$ cat src/rtl/dma_rd_pkg.sv
// Shared constants and FSM state encoding for the DMA read scheduler.
package dma_rd_pkg;

  localparam int unsigned MRRS_DW    = 32;
  localparam int unsigned MRRS_BYTES = 128;
  localparam int unsigned TAG_W      = 8;

  typedef enum logic [1:0] {
    IDLE,
    ISSUE,
    WAIT_ACK,
    DRAIN
  } state_t;

endpackage

$ cat src/rtl/dma_tag_pool.sv
// Read-tag pool: free bitmap, per-tag received-DW counters, lowest-free
// tag encoder and completion error detection.
module dma_tag_pool
  import dma_rd_pkg::*;
#(
  parameter int unsigned NUM_TAGS = 4
) (
  input  logic             clk_i,
  input  logic             rst_i,
  input  logic             alloc_i,
  input  logic [TAG_W-1:0] alloc_tag_i,
  input  logic             flush_i,
  input  logic             cpl_valid_i,
  input  logic [TAG_W-1:0] cpl_tag_i,
  input  logic [9:0]       cpl_len_i,
  output logic             free_avail_o,
  output logic [TAG_W-1:0] free_tag_o,
  output logic             any_busy_o,
  output logic             all_free_nxt_o,
  output logic             cpl_err_o
);

  localparam int unsigned CNT_W = $clog2(MRRS_DW + 1);

  logic [NUM_TAGS-1:0] busy_q;
  logic [NUM_TAGS-1:0] busy_nxt;
  logic [CNT_W-1:0]    cnt_q   [NUM_TAGS];
  logic [CNT_W-1:0]    cnt_nxt [NUM_TAGS];
  logic [10:0]         sum;
  logic                tag_known;
  logic                found;

  // Next-state of bitmap and counters: completions, allocation, then flush.
  always_comb begin
    busy_nxt  = busy_q;
    cpl_err_o = 1'b0;
    tag_known = 1'b0;
    sum       = '0;
    for (int unsigned i = 0; i < NUM_TAGS; i++) begin
      cnt_nxt[i] = cnt_q[i];
      if (cpl_valid_i && (cpl_tag_i == TAG_W'(i))) begin
        tag_known = 1'b1;
        sum = 11'(cnt_q[i]) + 11'(cpl_len_i);
        if (!busy_q[i] || (sum > 11'(MRRS_DW))) begin
          cpl_err_o = 1'b1;
        end else if (sum == 11'(MRRS_DW)) begin
          busy_nxt[i] = 1'b0;
          cnt_nxt[i]  = '0;
        end else begin
          cnt_nxt[i] = CNT_W'(sum);
        end
      end
    end
    if (cpl_valid_i && !tag_known) begin
      cpl_err_o = 1'b1;
    end
    // Allocation picks from busy_q, so a tag freed this cycle is never re-allocated in it.
    for (int unsigned i = 0; i < NUM_TAGS; i++) begin
      if (alloc_i && (alloc_tag_i == TAG_W'(i))) begin
        busy_nxt[i] = 1'b1;
      end
    end
    if (flush_i) begin
      busy_nxt = '0;
      for (int unsigned i = 0; i < NUM_TAGS; i++) begin
        cnt_nxt[i] = '0;
      end
    end
  end

  // Register bitmap and counters.
  always_ff @(posedge clk_i) begin
    if (rst_i) begin
      busy_q <= '0;
      for (int unsigned i = 0; i < NUM_TAGS; i++) begin
        cnt_q[i] <= '0;
      end
    end else begin
      busy_q <= busy_nxt;
      for (int unsigned i = 0; i < NUM_TAGS; i++) begin
        cnt_q[i] <= cnt_nxt[i];
      end
    end
  end

  // Lowest-index free tag.
  always_comb begin
    free_tag_o = '0;
    found      = 1'b0;
    for (int unsigned i = 0; i < NUM_TAGS; i++) begin
      if (!found && !busy_q[i]) begin
        free_tag_o = TAG_W'(i);
        found      = 1'b1;
      end
    end
  end

  assign free_avail_o   = ~&busy_q;
  assign any_busy_o     = |busy_q;
  assign all_free_nxt_o = ~|busy_nxt;

endmodule

$ cat src/rtl/dma_rd_sched.sv
// DMA read scheduler: splits a host read into 128-byte MRd requests over a
// pool of tags and tracks completions until the transfer drains.
// Optional build macro: DMA_RD_TIMEOUT_EN enables the completion timeout.
module dma_rd_sched
  import dma_rd_pkg::*;
#(
  parameter int unsigned NUM_TAGS    = 4,
  parameter int unsigned TIMEOUT_CYC = 50000
) (
  input  logic        clk_i,
  input  logic        rst_i,
  input  logic        start_i,
  input  logic [31:0] sys_addr_i,
  input  logic [31:0] len_i,
  output logic        busy_o,
  output logic        done_o,
  output logic        err_o,
  output logic        rd_req_o,
  input  logic        rd_req_ack_i,
  output logic [31:0] rd_addr_o,
  output logic [9:0]  rd_len_o,
  output logic [7:0]  rd_tag_o,
  input  logic        cpl_valid_i,
  input  logic [7:0]  cpl_tag_i,
  input  logic [9:0]  cpl_len_i
);

  state_t             state_q;
  logic [31:0]        remain_q;
  logic               alloc;
  logic               tmo_hit;
  logic               free_avail;
  logic [TAG_W-1:0]   free_tag;
  logic               any_busy;
  logic               all_free_nxt;
  logic               cpl_err;

  assign alloc    = (state_q == WAIT_ACK) && rd_req_o && rd_req_ack_i;
  assign rd_len_o = 10'(MRRS_DW);

  dma_tag_pool #(
    .NUM_TAGS(NUM_TAGS)
  ) u_pool (
    .clk_i          (clk_i),
    .rst_i          (rst_i),
    .alloc_i        (alloc),
    .alloc_tag_i    (rd_tag_o),
    .flush_i        (tmo_hit),
    .cpl_valid_i    (cpl_valid_i),
    .cpl_tag_i      (cpl_tag_i),
    .cpl_len_i      (cpl_len_i),
    .free_avail_o   (free_avail),
    .free_tag_o     (free_tag),
    .any_busy_o     (any_busy),
    .all_free_nxt_o (all_free_nxt),
    .cpl_err_o      (cpl_err)
  );

`ifdef DMA_RD_TIMEOUT_EN
  localparam int unsigned TMO_W = $clog2(TIMEOUT_CYC + 1);
  logic [TMO_W-1:0] tmo_q;

  // Completion watchdog: restarts on every completion, runs while tags are outstanding.
  always_ff @(posedge clk_i) begin
    if (rst_i || cpl_valid_i || !any_busy) begin
      tmo_q <= '0;
    end else begin
      tmo_q <= tmo_q + 1'b1;
    end
  end

  assign tmo_hit = any_busy && !cpl_valid_i && (tmo_q == TMO_W'(TIMEOUT_CYC - 1));
`else
  logic unused_tmo_cfg;
  assign unused_tmo_cfg = ^TIMEOUT_CYC ^ any_busy;
  assign tmo_hit        = 1'b0;
`endif

  // Transfer FSM with registered request and status outputs.
  always_ff @(posedge clk_i) begin
    if (rst_i) begin
      state_q   <= IDLE;
      remain_q  <= '0;
      busy_o    <= 1'b0;
      done_o    <= 1'b0;
      err_o     <= 1'b0;
      rd_req_o  <= 1'b0;
      rd_addr_o <= '0;
      rd_tag_o  <= '0;
    end else begin
      done_o <= 1'b0;
      if (tmo_hit) begin
        busy_o   <= 1'b0;
        done_o   <= 1'b1;
        rd_req_o <= 1'b0;
        state_q  <= IDLE;
      end else begin
        case (state_q)
          IDLE: begin
            if (start_i) begin
              err_o     <= 1'b0;
              rd_addr_o <= sys_addr_i;
              remain_q  <= len_i;
              // The pool is always empty in IDLE, so a zero-length DRAIN completes at once.
              // A non-zero start issues the first request directly to meet next-cycle rd_req_o.
              if (len_i == '0) begin
                done_o <= 1'b1;
              end else if (free_avail) begin
                busy_o   <= 1'b1;
                rd_req_o <= 1'b1;
                rd_tag_o <= free_tag;
                state_q  <= WAIT_ACK;
              end else begin
                busy_o  <= 1'b1;
                state_q <= ISSUE;
              end
            end
          end
          ISSUE: begin
            if (free_avail) begin
              rd_req_o <= 1'b1;
              rd_tag_o <= free_tag;
              state_q  <= WAIT_ACK;
            end
          end
          WAIT_ACK: begin
            if (rd_req_ack_i) begin
              rd_req_o  <= 1'b0;
              rd_addr_o <= rd_addr_o + 32'(MRRS_BYTES);
              if (remain_q > 32'(MRRS_BYTES)) begin
                remain_q <= remain_q - 32'(MRRS_BYTES);
                state_q  <= ISSUE;
              end else begin
                remain_q <= '0;
                state_q  <= DRAIN;
              end
            end
          end
          DRAIN: begin
            if (all_free_nxt) begin
              busy_o  <= 1'b0;
              done_o  <= 1'b1;
              state_q <= IDLE;
            end
          end
          default: state_q <= IDLE;
        endcase
      end
      if (cpl_err || tmo_hit) begin
        err_o <= 1'b1;
      end
    end
  end

endmodule

$ cat config.mk
export PLATFORM = sky130hd
export DESIGN_NAME = dma_rd_sched
export DESIGN_NICKNAME = d
export VERILOG_FILES = /design/src/rtl/dma_rd_pkg.sv /design/src/rtl/dma_tag_pool.sv /design/src/rtl/dma_rd_sched.sv
export SDC_FILE = /design/constraint.sdc
export NUM_CORES = 1
export LEC_CHECK = 0
export CORE_UTILIZATION = 35
export CTS_BUF_LIST = sky130_fd_sc_hd__clkbuf_8
export DETAILED_ROUTE_END_ITERATION = 10
export GPL_TIMING_DRIVEN = 0
export PLACE_DENSITY = 0.63
export SLEW_MARGIN = 20
export SYNTH_ARGS = -nofsm -noshare
export SYNTH_HDL_FRONTEND = slang
export SYNTH_SLANG_ARGS = --single-unit
$ cat constraint.sdc
create_clock -name clk_i -period 3.3 [get_ports clk_i]
set_clock_uncertainty 0.1 [all_clocks]
set_input_delay 0.66 -clock clk_i [delete_from_list [all_inputs] [get_ports clk_i]]
set_output_delay 0.66 -clock clk_i [all_outputs]
set_load 0.02 [all_outputs]
==> results_dict.tcl <==
set metrics [dict create \
    dp_hpwl_um 16340 \
    wl_per_instance_um 17.85 \
    path_clk_slew_ns 0.12 \
    regToRegEndpoint "state_q[0]" \
    first_global_vias 6465 \
    io_buffers 122 \
    critPathLaunchType "primary input" \
    globalRouteTotalUtil_pct 22.44 \
    maxCapViolCount 0 \
    tritoncts_clock_tree "built" \
    drive_above_1_share_pct 10.60 \
    synth_xor_area_share_pct 3.437 \
    timing.final.crit_period_ns 3.285 \
    powerDensity_nw_per_um2 695.1 \
    ant_nets 0 \
    post-place-ws_ns -1.136 \
    start_util_pct 36.27 \
    setup_ws_ns 0.01508 \
    syn_area_um2 6626 \
    drt-initial-drc-count 600 \
    final-hold-violation-count 0 \
    postLayoutCellArea_um2 8631 \
    core_region_area_um2 18270 \
    finalNonFillerCells 1238 \
    floorplan.die.width_um 139.6 \
    fillCellCount 1808 \
    synth_flop_cell "sky130_fd_sc_hd__dfxtp_1" \
    total_leakage_power_nw 3.176 \
    yosysSeqAreaShare_pct 30.21 \
    synth_compound_area_share_pct 23.75 \
    max_clock_freq_mhz 304.4 \
    placement.cell_area_um2 8208 \
    numPlacedInstances 1216 \
    synth_fa_ha_area_share_pct 7.062 \
    endpoint_kind "flop" \
    synth-simple-area-share_pct 26.23 \
    syn-mean-instance-area_um2 7.787 \
    floorplan.die_area_um2 19490 \
    clock_insertion_delay_worst_skew_ns 0.40 \
    irDropWorstVdd_v 0.0003282 \
    gr-total-overflow 0 \
    timing.reg2reg.setup_slack_ns 0.09 \
    detail_route.drc_violations 0 \
    synth.area.mux_share_pct 3.663 \
    timing.critical_path.fanout_max 7 \
    cts.hold.buffers_added 0 \
    rows 49 \
    synth.ff_latch_count 100 \
    hold_path.class "reg -> reg" \
    grt_antenna_before_repair 0 \
    crit_type "in -> reg" \
    maximum_number_of_pins_on_one_net_before_global_route_repair 22 \
    largest_family_of_logic_cells_by_synthesized_area "simple AND/OR/NAND/NOR gates" \
    max-slew-margin-rel_pct 48.01 \
    totalWireLength_um 22100 \
    cp_data_required_time_ns 3.51 \
    critPathArrivalTime_ns 3.49 \
    worst_hold_startpoint "u_pool.cnt_q[1][4]" \
    layout_worst_path_cycle_share_pct 99.54 \
    detailedRoute.firstPassIterationCount 5 \
    routabilityCongestion 0.8740 \
    detailroute.via_count 6977 \
    htreeDepth 3 \
    antenna_cells_inserted 0 \
    final_max_tran_viols 0 \
    reg2reg_from "state_q[1]" \
    die_h_um 139.6 \
    hold_path_end "u_pool.cnt_q[1][4]" \
    cts-root-to-sink-buffers 2 \
    cts_root_buffer "sky130_fd_sc_hd__clkbuf_8" \
    synth_enable_flop_cells 0 \
    clkSinkCount 100 \
    synth-async-reset-ratio_pct 0 \
    setup_violations 0 \
    cts-buffers-inserted 9 \
    syn_to_final_growth_pct 30.25 \
    viasPerCell 5.636 \
    hold_depth 2 \
    nNetsFinal 1126 \
    grt_first_pass_wirelength_um 34270 \
    run_status "finished, final reports clean" \
    synth_cell_types 77 \
    worstMarginPinSlew_ns 0.7798 \
    r2r.worst_path.cells 10 \
    ys.warnings.count 0 \
    ios 141 \
    syn-instance-count 851 \
    totalPowerFinal_mw 5.999 \
]
Yosys cell counts (3+ instances only):
library cell / number / area share [%]
sky130_fd_sc_hd__nor2b_1: 5 / 0.47
sky130_fd_sc_hd__o21ai_0: 54 / 4.1
sky130_fd_sc_hd__nand4_1: 15 / 1.4
sky130_fd_sc_hd__a32oi_1: 4 / 0.53
sky130_fd_sc_hd__a22oi_1: 24 / 2.7
sky130_fd_sc_hd__o21ba_2: 3 / 0.45
sky130_fd_sc_hd__nor4_1: 16 / 1.5
sky130_fd_sc_hd__o2bb2ai_1: 4 / 0.53
sky130_fd_sc_hd__inv_1: 22 / 1.2
sky130_fd_sc_hd__a211oi_1: 26 / 2.9
sky130_fd_sc_hd__or2_2: 6 / 0.57
sky130_fd_sc_hd__dfxtp_1: 100 / 30
sky130_fd_sc_hd__or4_1: 3 / 0.34
sky130_fd_sc_hd__nor3b_1: 5 / 0.57
sky130_fd_sc_hd__a31oi_1: 5 / 0.47
sky130_fd_sc_hd__o21bai_1: 4 / 0.45
sky130_fd_sc_hd__clkbuf_1: 34 / 1.9
sky130_fd_sc_hd__or3b_2: 4 / 0.53
sky130_fd_sc_hd__o21a_1: 3 / 0.34
sky130_fd_sc_hd__a22o_2: 4 / 0.60
sky130_fd_sc_hd__nand2_1: 54 / 3.1
sky130_fd_sc_hd__or3_1: 8 / 0.76
sky130_fd_sc_hd__nor3_1: 40 / 3.0
sky130_fd_sc_hd__nor4b_1: 3 / 0.40
sky130_fd_sc_hd__mux2i_1: 22 / 3.3
sky130_fd_sc_hd__a21oi_1: 50 / 3.8
sky130_fd_sc_hd__xor2_1: 21 / 2.8
sky130_fd_sc_hd__fa_1: 4 / 1.2
sky130_fd_sc_hd__buf_4: 16 / 1.8
sky130_fd_sc_hd__nor2_1: 142 / 8.0
sky130_fd_sc_hd__nand3_1: 26 / 2.0
sky130_fd_sc_hd__xnor2_1: 5 / 0.66
sky130_fd_sc_hd__a221oi_1: 6 / 0.79
sky130_fd_sc_hd__a21o_1: 4 / 0.45
sky130_fd_sc_hd__nand2b_1: 5 / 0.47
sky130_fd_sc_hd__o221ai_1: 4 / 0.53
sky130_fd_sc_hd__ha_1: 31 / 5.9
sky130_fd_sc_hd__a211o_1: 6 / 0.79
sky130_fd_sc_hd__and3_1: 10 / 0.94
critical path: stages:
cell                              delay [ns]
sky130_fd_sc_hd__clkdlybuf4s50_1        0.43
sky130_fd_sc_hd__nor4_1                 0.54
sky130_fd_sc_hd__nand4_1                0.21
sky130_fd_sc_hd__nor3_1                 0.58
sky130_fd_sc_hd__nor2_1                 0.27
sky130_fd_sc_hd__nand3_1                0.17
sky130_fd_sc_hd__a211oi_2               0.06
sky130_fd_sc_hd__a21oi_2                0.21
sky130_fd_sc_hd__mux2_2                 0.35
how the worst max path moves through the flow:
stage / from / to / slack, ns / cells after the start
floorplan: cpl_len_i[0] / state_q[0] / 0.02 / 10
global placement: cpl_len_i[0] / done_o / -1.13 / 11
detailed placement: cpl_len_i[1] / u_pool.cnt_q[2][1] / -1.14 / 10
CTS: cpl_len_i[5] / u_pool.cnt_q[1][4] / 0.001 / 9
global route: cpl_len_i[0] / u_pool.cnt_q[0][4] / -0.01 / 12
finish: len_i[3] / state_q[0] / 0.02 / 9
metal layers:
metal	routed length [um]	vias up	global-route usage, %
met5	0	-	0
met4	641	0	10.06
met3	1484	39	3.304
met2	9915	278	35.47
met1	10060	3237	30.24
li1	-	3423	-
where the power goes:
| part | leakage, nW | total, mW | switching, mW | internal [mW] |
|---|---|---|---|---|
| Combinational | 2.25 | 3.24 | 1.98 | 1.26 |
| Clock | 0.105 | 0.851 | 0.546 | 0.306 |
| Sequential | 0.818 | 1.91 | 0.386 | 1.52 |
metrics by stage:
step           setup TNS (ns)  hold WS, ns  utilization [%]
2_1_floorplan               0       0.3356                -
3_3_place_gp           -31.59       0.3519            44.93
3_5_place_dp           -31.28       0.3578            44.93
4_1_cts                     0       0.3707            46.75
5_1_grt              -0.01009       0.3828            47.24
6_report                    0       0.3730            47.24
placed cells by master, fill, tap and decap left out, types with 21 or more instances in the layout:
cell type	count
sky130_fd_sc_hd__nor3_1	38
sky130_fd_sc_hd__buf_4	22
sky130_fd_sc_hd__ha_1	24
sky130_fd_sc_hd__inv_1	22
sky130_fd_sc_hd__a22oi_1	24
sky130_fd_sc_hd__xor2_1	21
sky130_fd_sc_hd__mux2i_1	21
sky130_fd_sc_hd__o21ai_0	53
sky130_fd_sc_hd__dfxtp_1	100
sky130_fd_sc_hd__a21oi_1	48
sky130_fd_sc_hd__clkdlybuf4s50_1	116
sky130_fd_sc_hd__clkbuf_1	31
sky130_fd_sc_hd__nand2_1	52
sky130_fd_sc_hd__nor2_1	140
sky130_fd_sc_hd__nand3_1	26
state kept, by name, summed over array words and instances, names as in the netlist, 2 cells and up:
signal,flops
rd_addr_o,32
remain_q,32
u_pool.cnt_q,24
u_pool.busy_q,4
rd_tag_o,2
state_q,2
repair_timing:
| item | in CTS | in global routing |
|---|---|---|
| buffers inserted | 4 | 3 |
| pin swaps | 4 | 4 |
| endpoints found under the setup margin | 32 | 54 |
| resized for setup | 29 | 25 |
area by class of cell:
cell class	count	area [um2]	area share, %
buffer	54	282.8	3.276
clock buffer	9	123.9	1.435
clock inverter	7	86.33	1.000
inverter	22	82.58	0.9568
multi-input combinational	688	4504	52.19
sequential	100	2002	23.20
tap	229	286.5	3.320
timing repair buffer	129	1262	14.63
kinds of logic (layout without fill, tap and decap cells):
group | count (synthesis) | after routing
and+or+nand+nor | 356 | 356
AOI/OAI and AO/OA | 231 | 231
adders and majority gates | 35 | 35
DFF | 100 | 100
buffers and inverters | 77 | 221
other | 2 | 16
xor gates and xnor gates | 26 | 26
muxes | 24 | 24
Power figures use the tool's default switching activity.
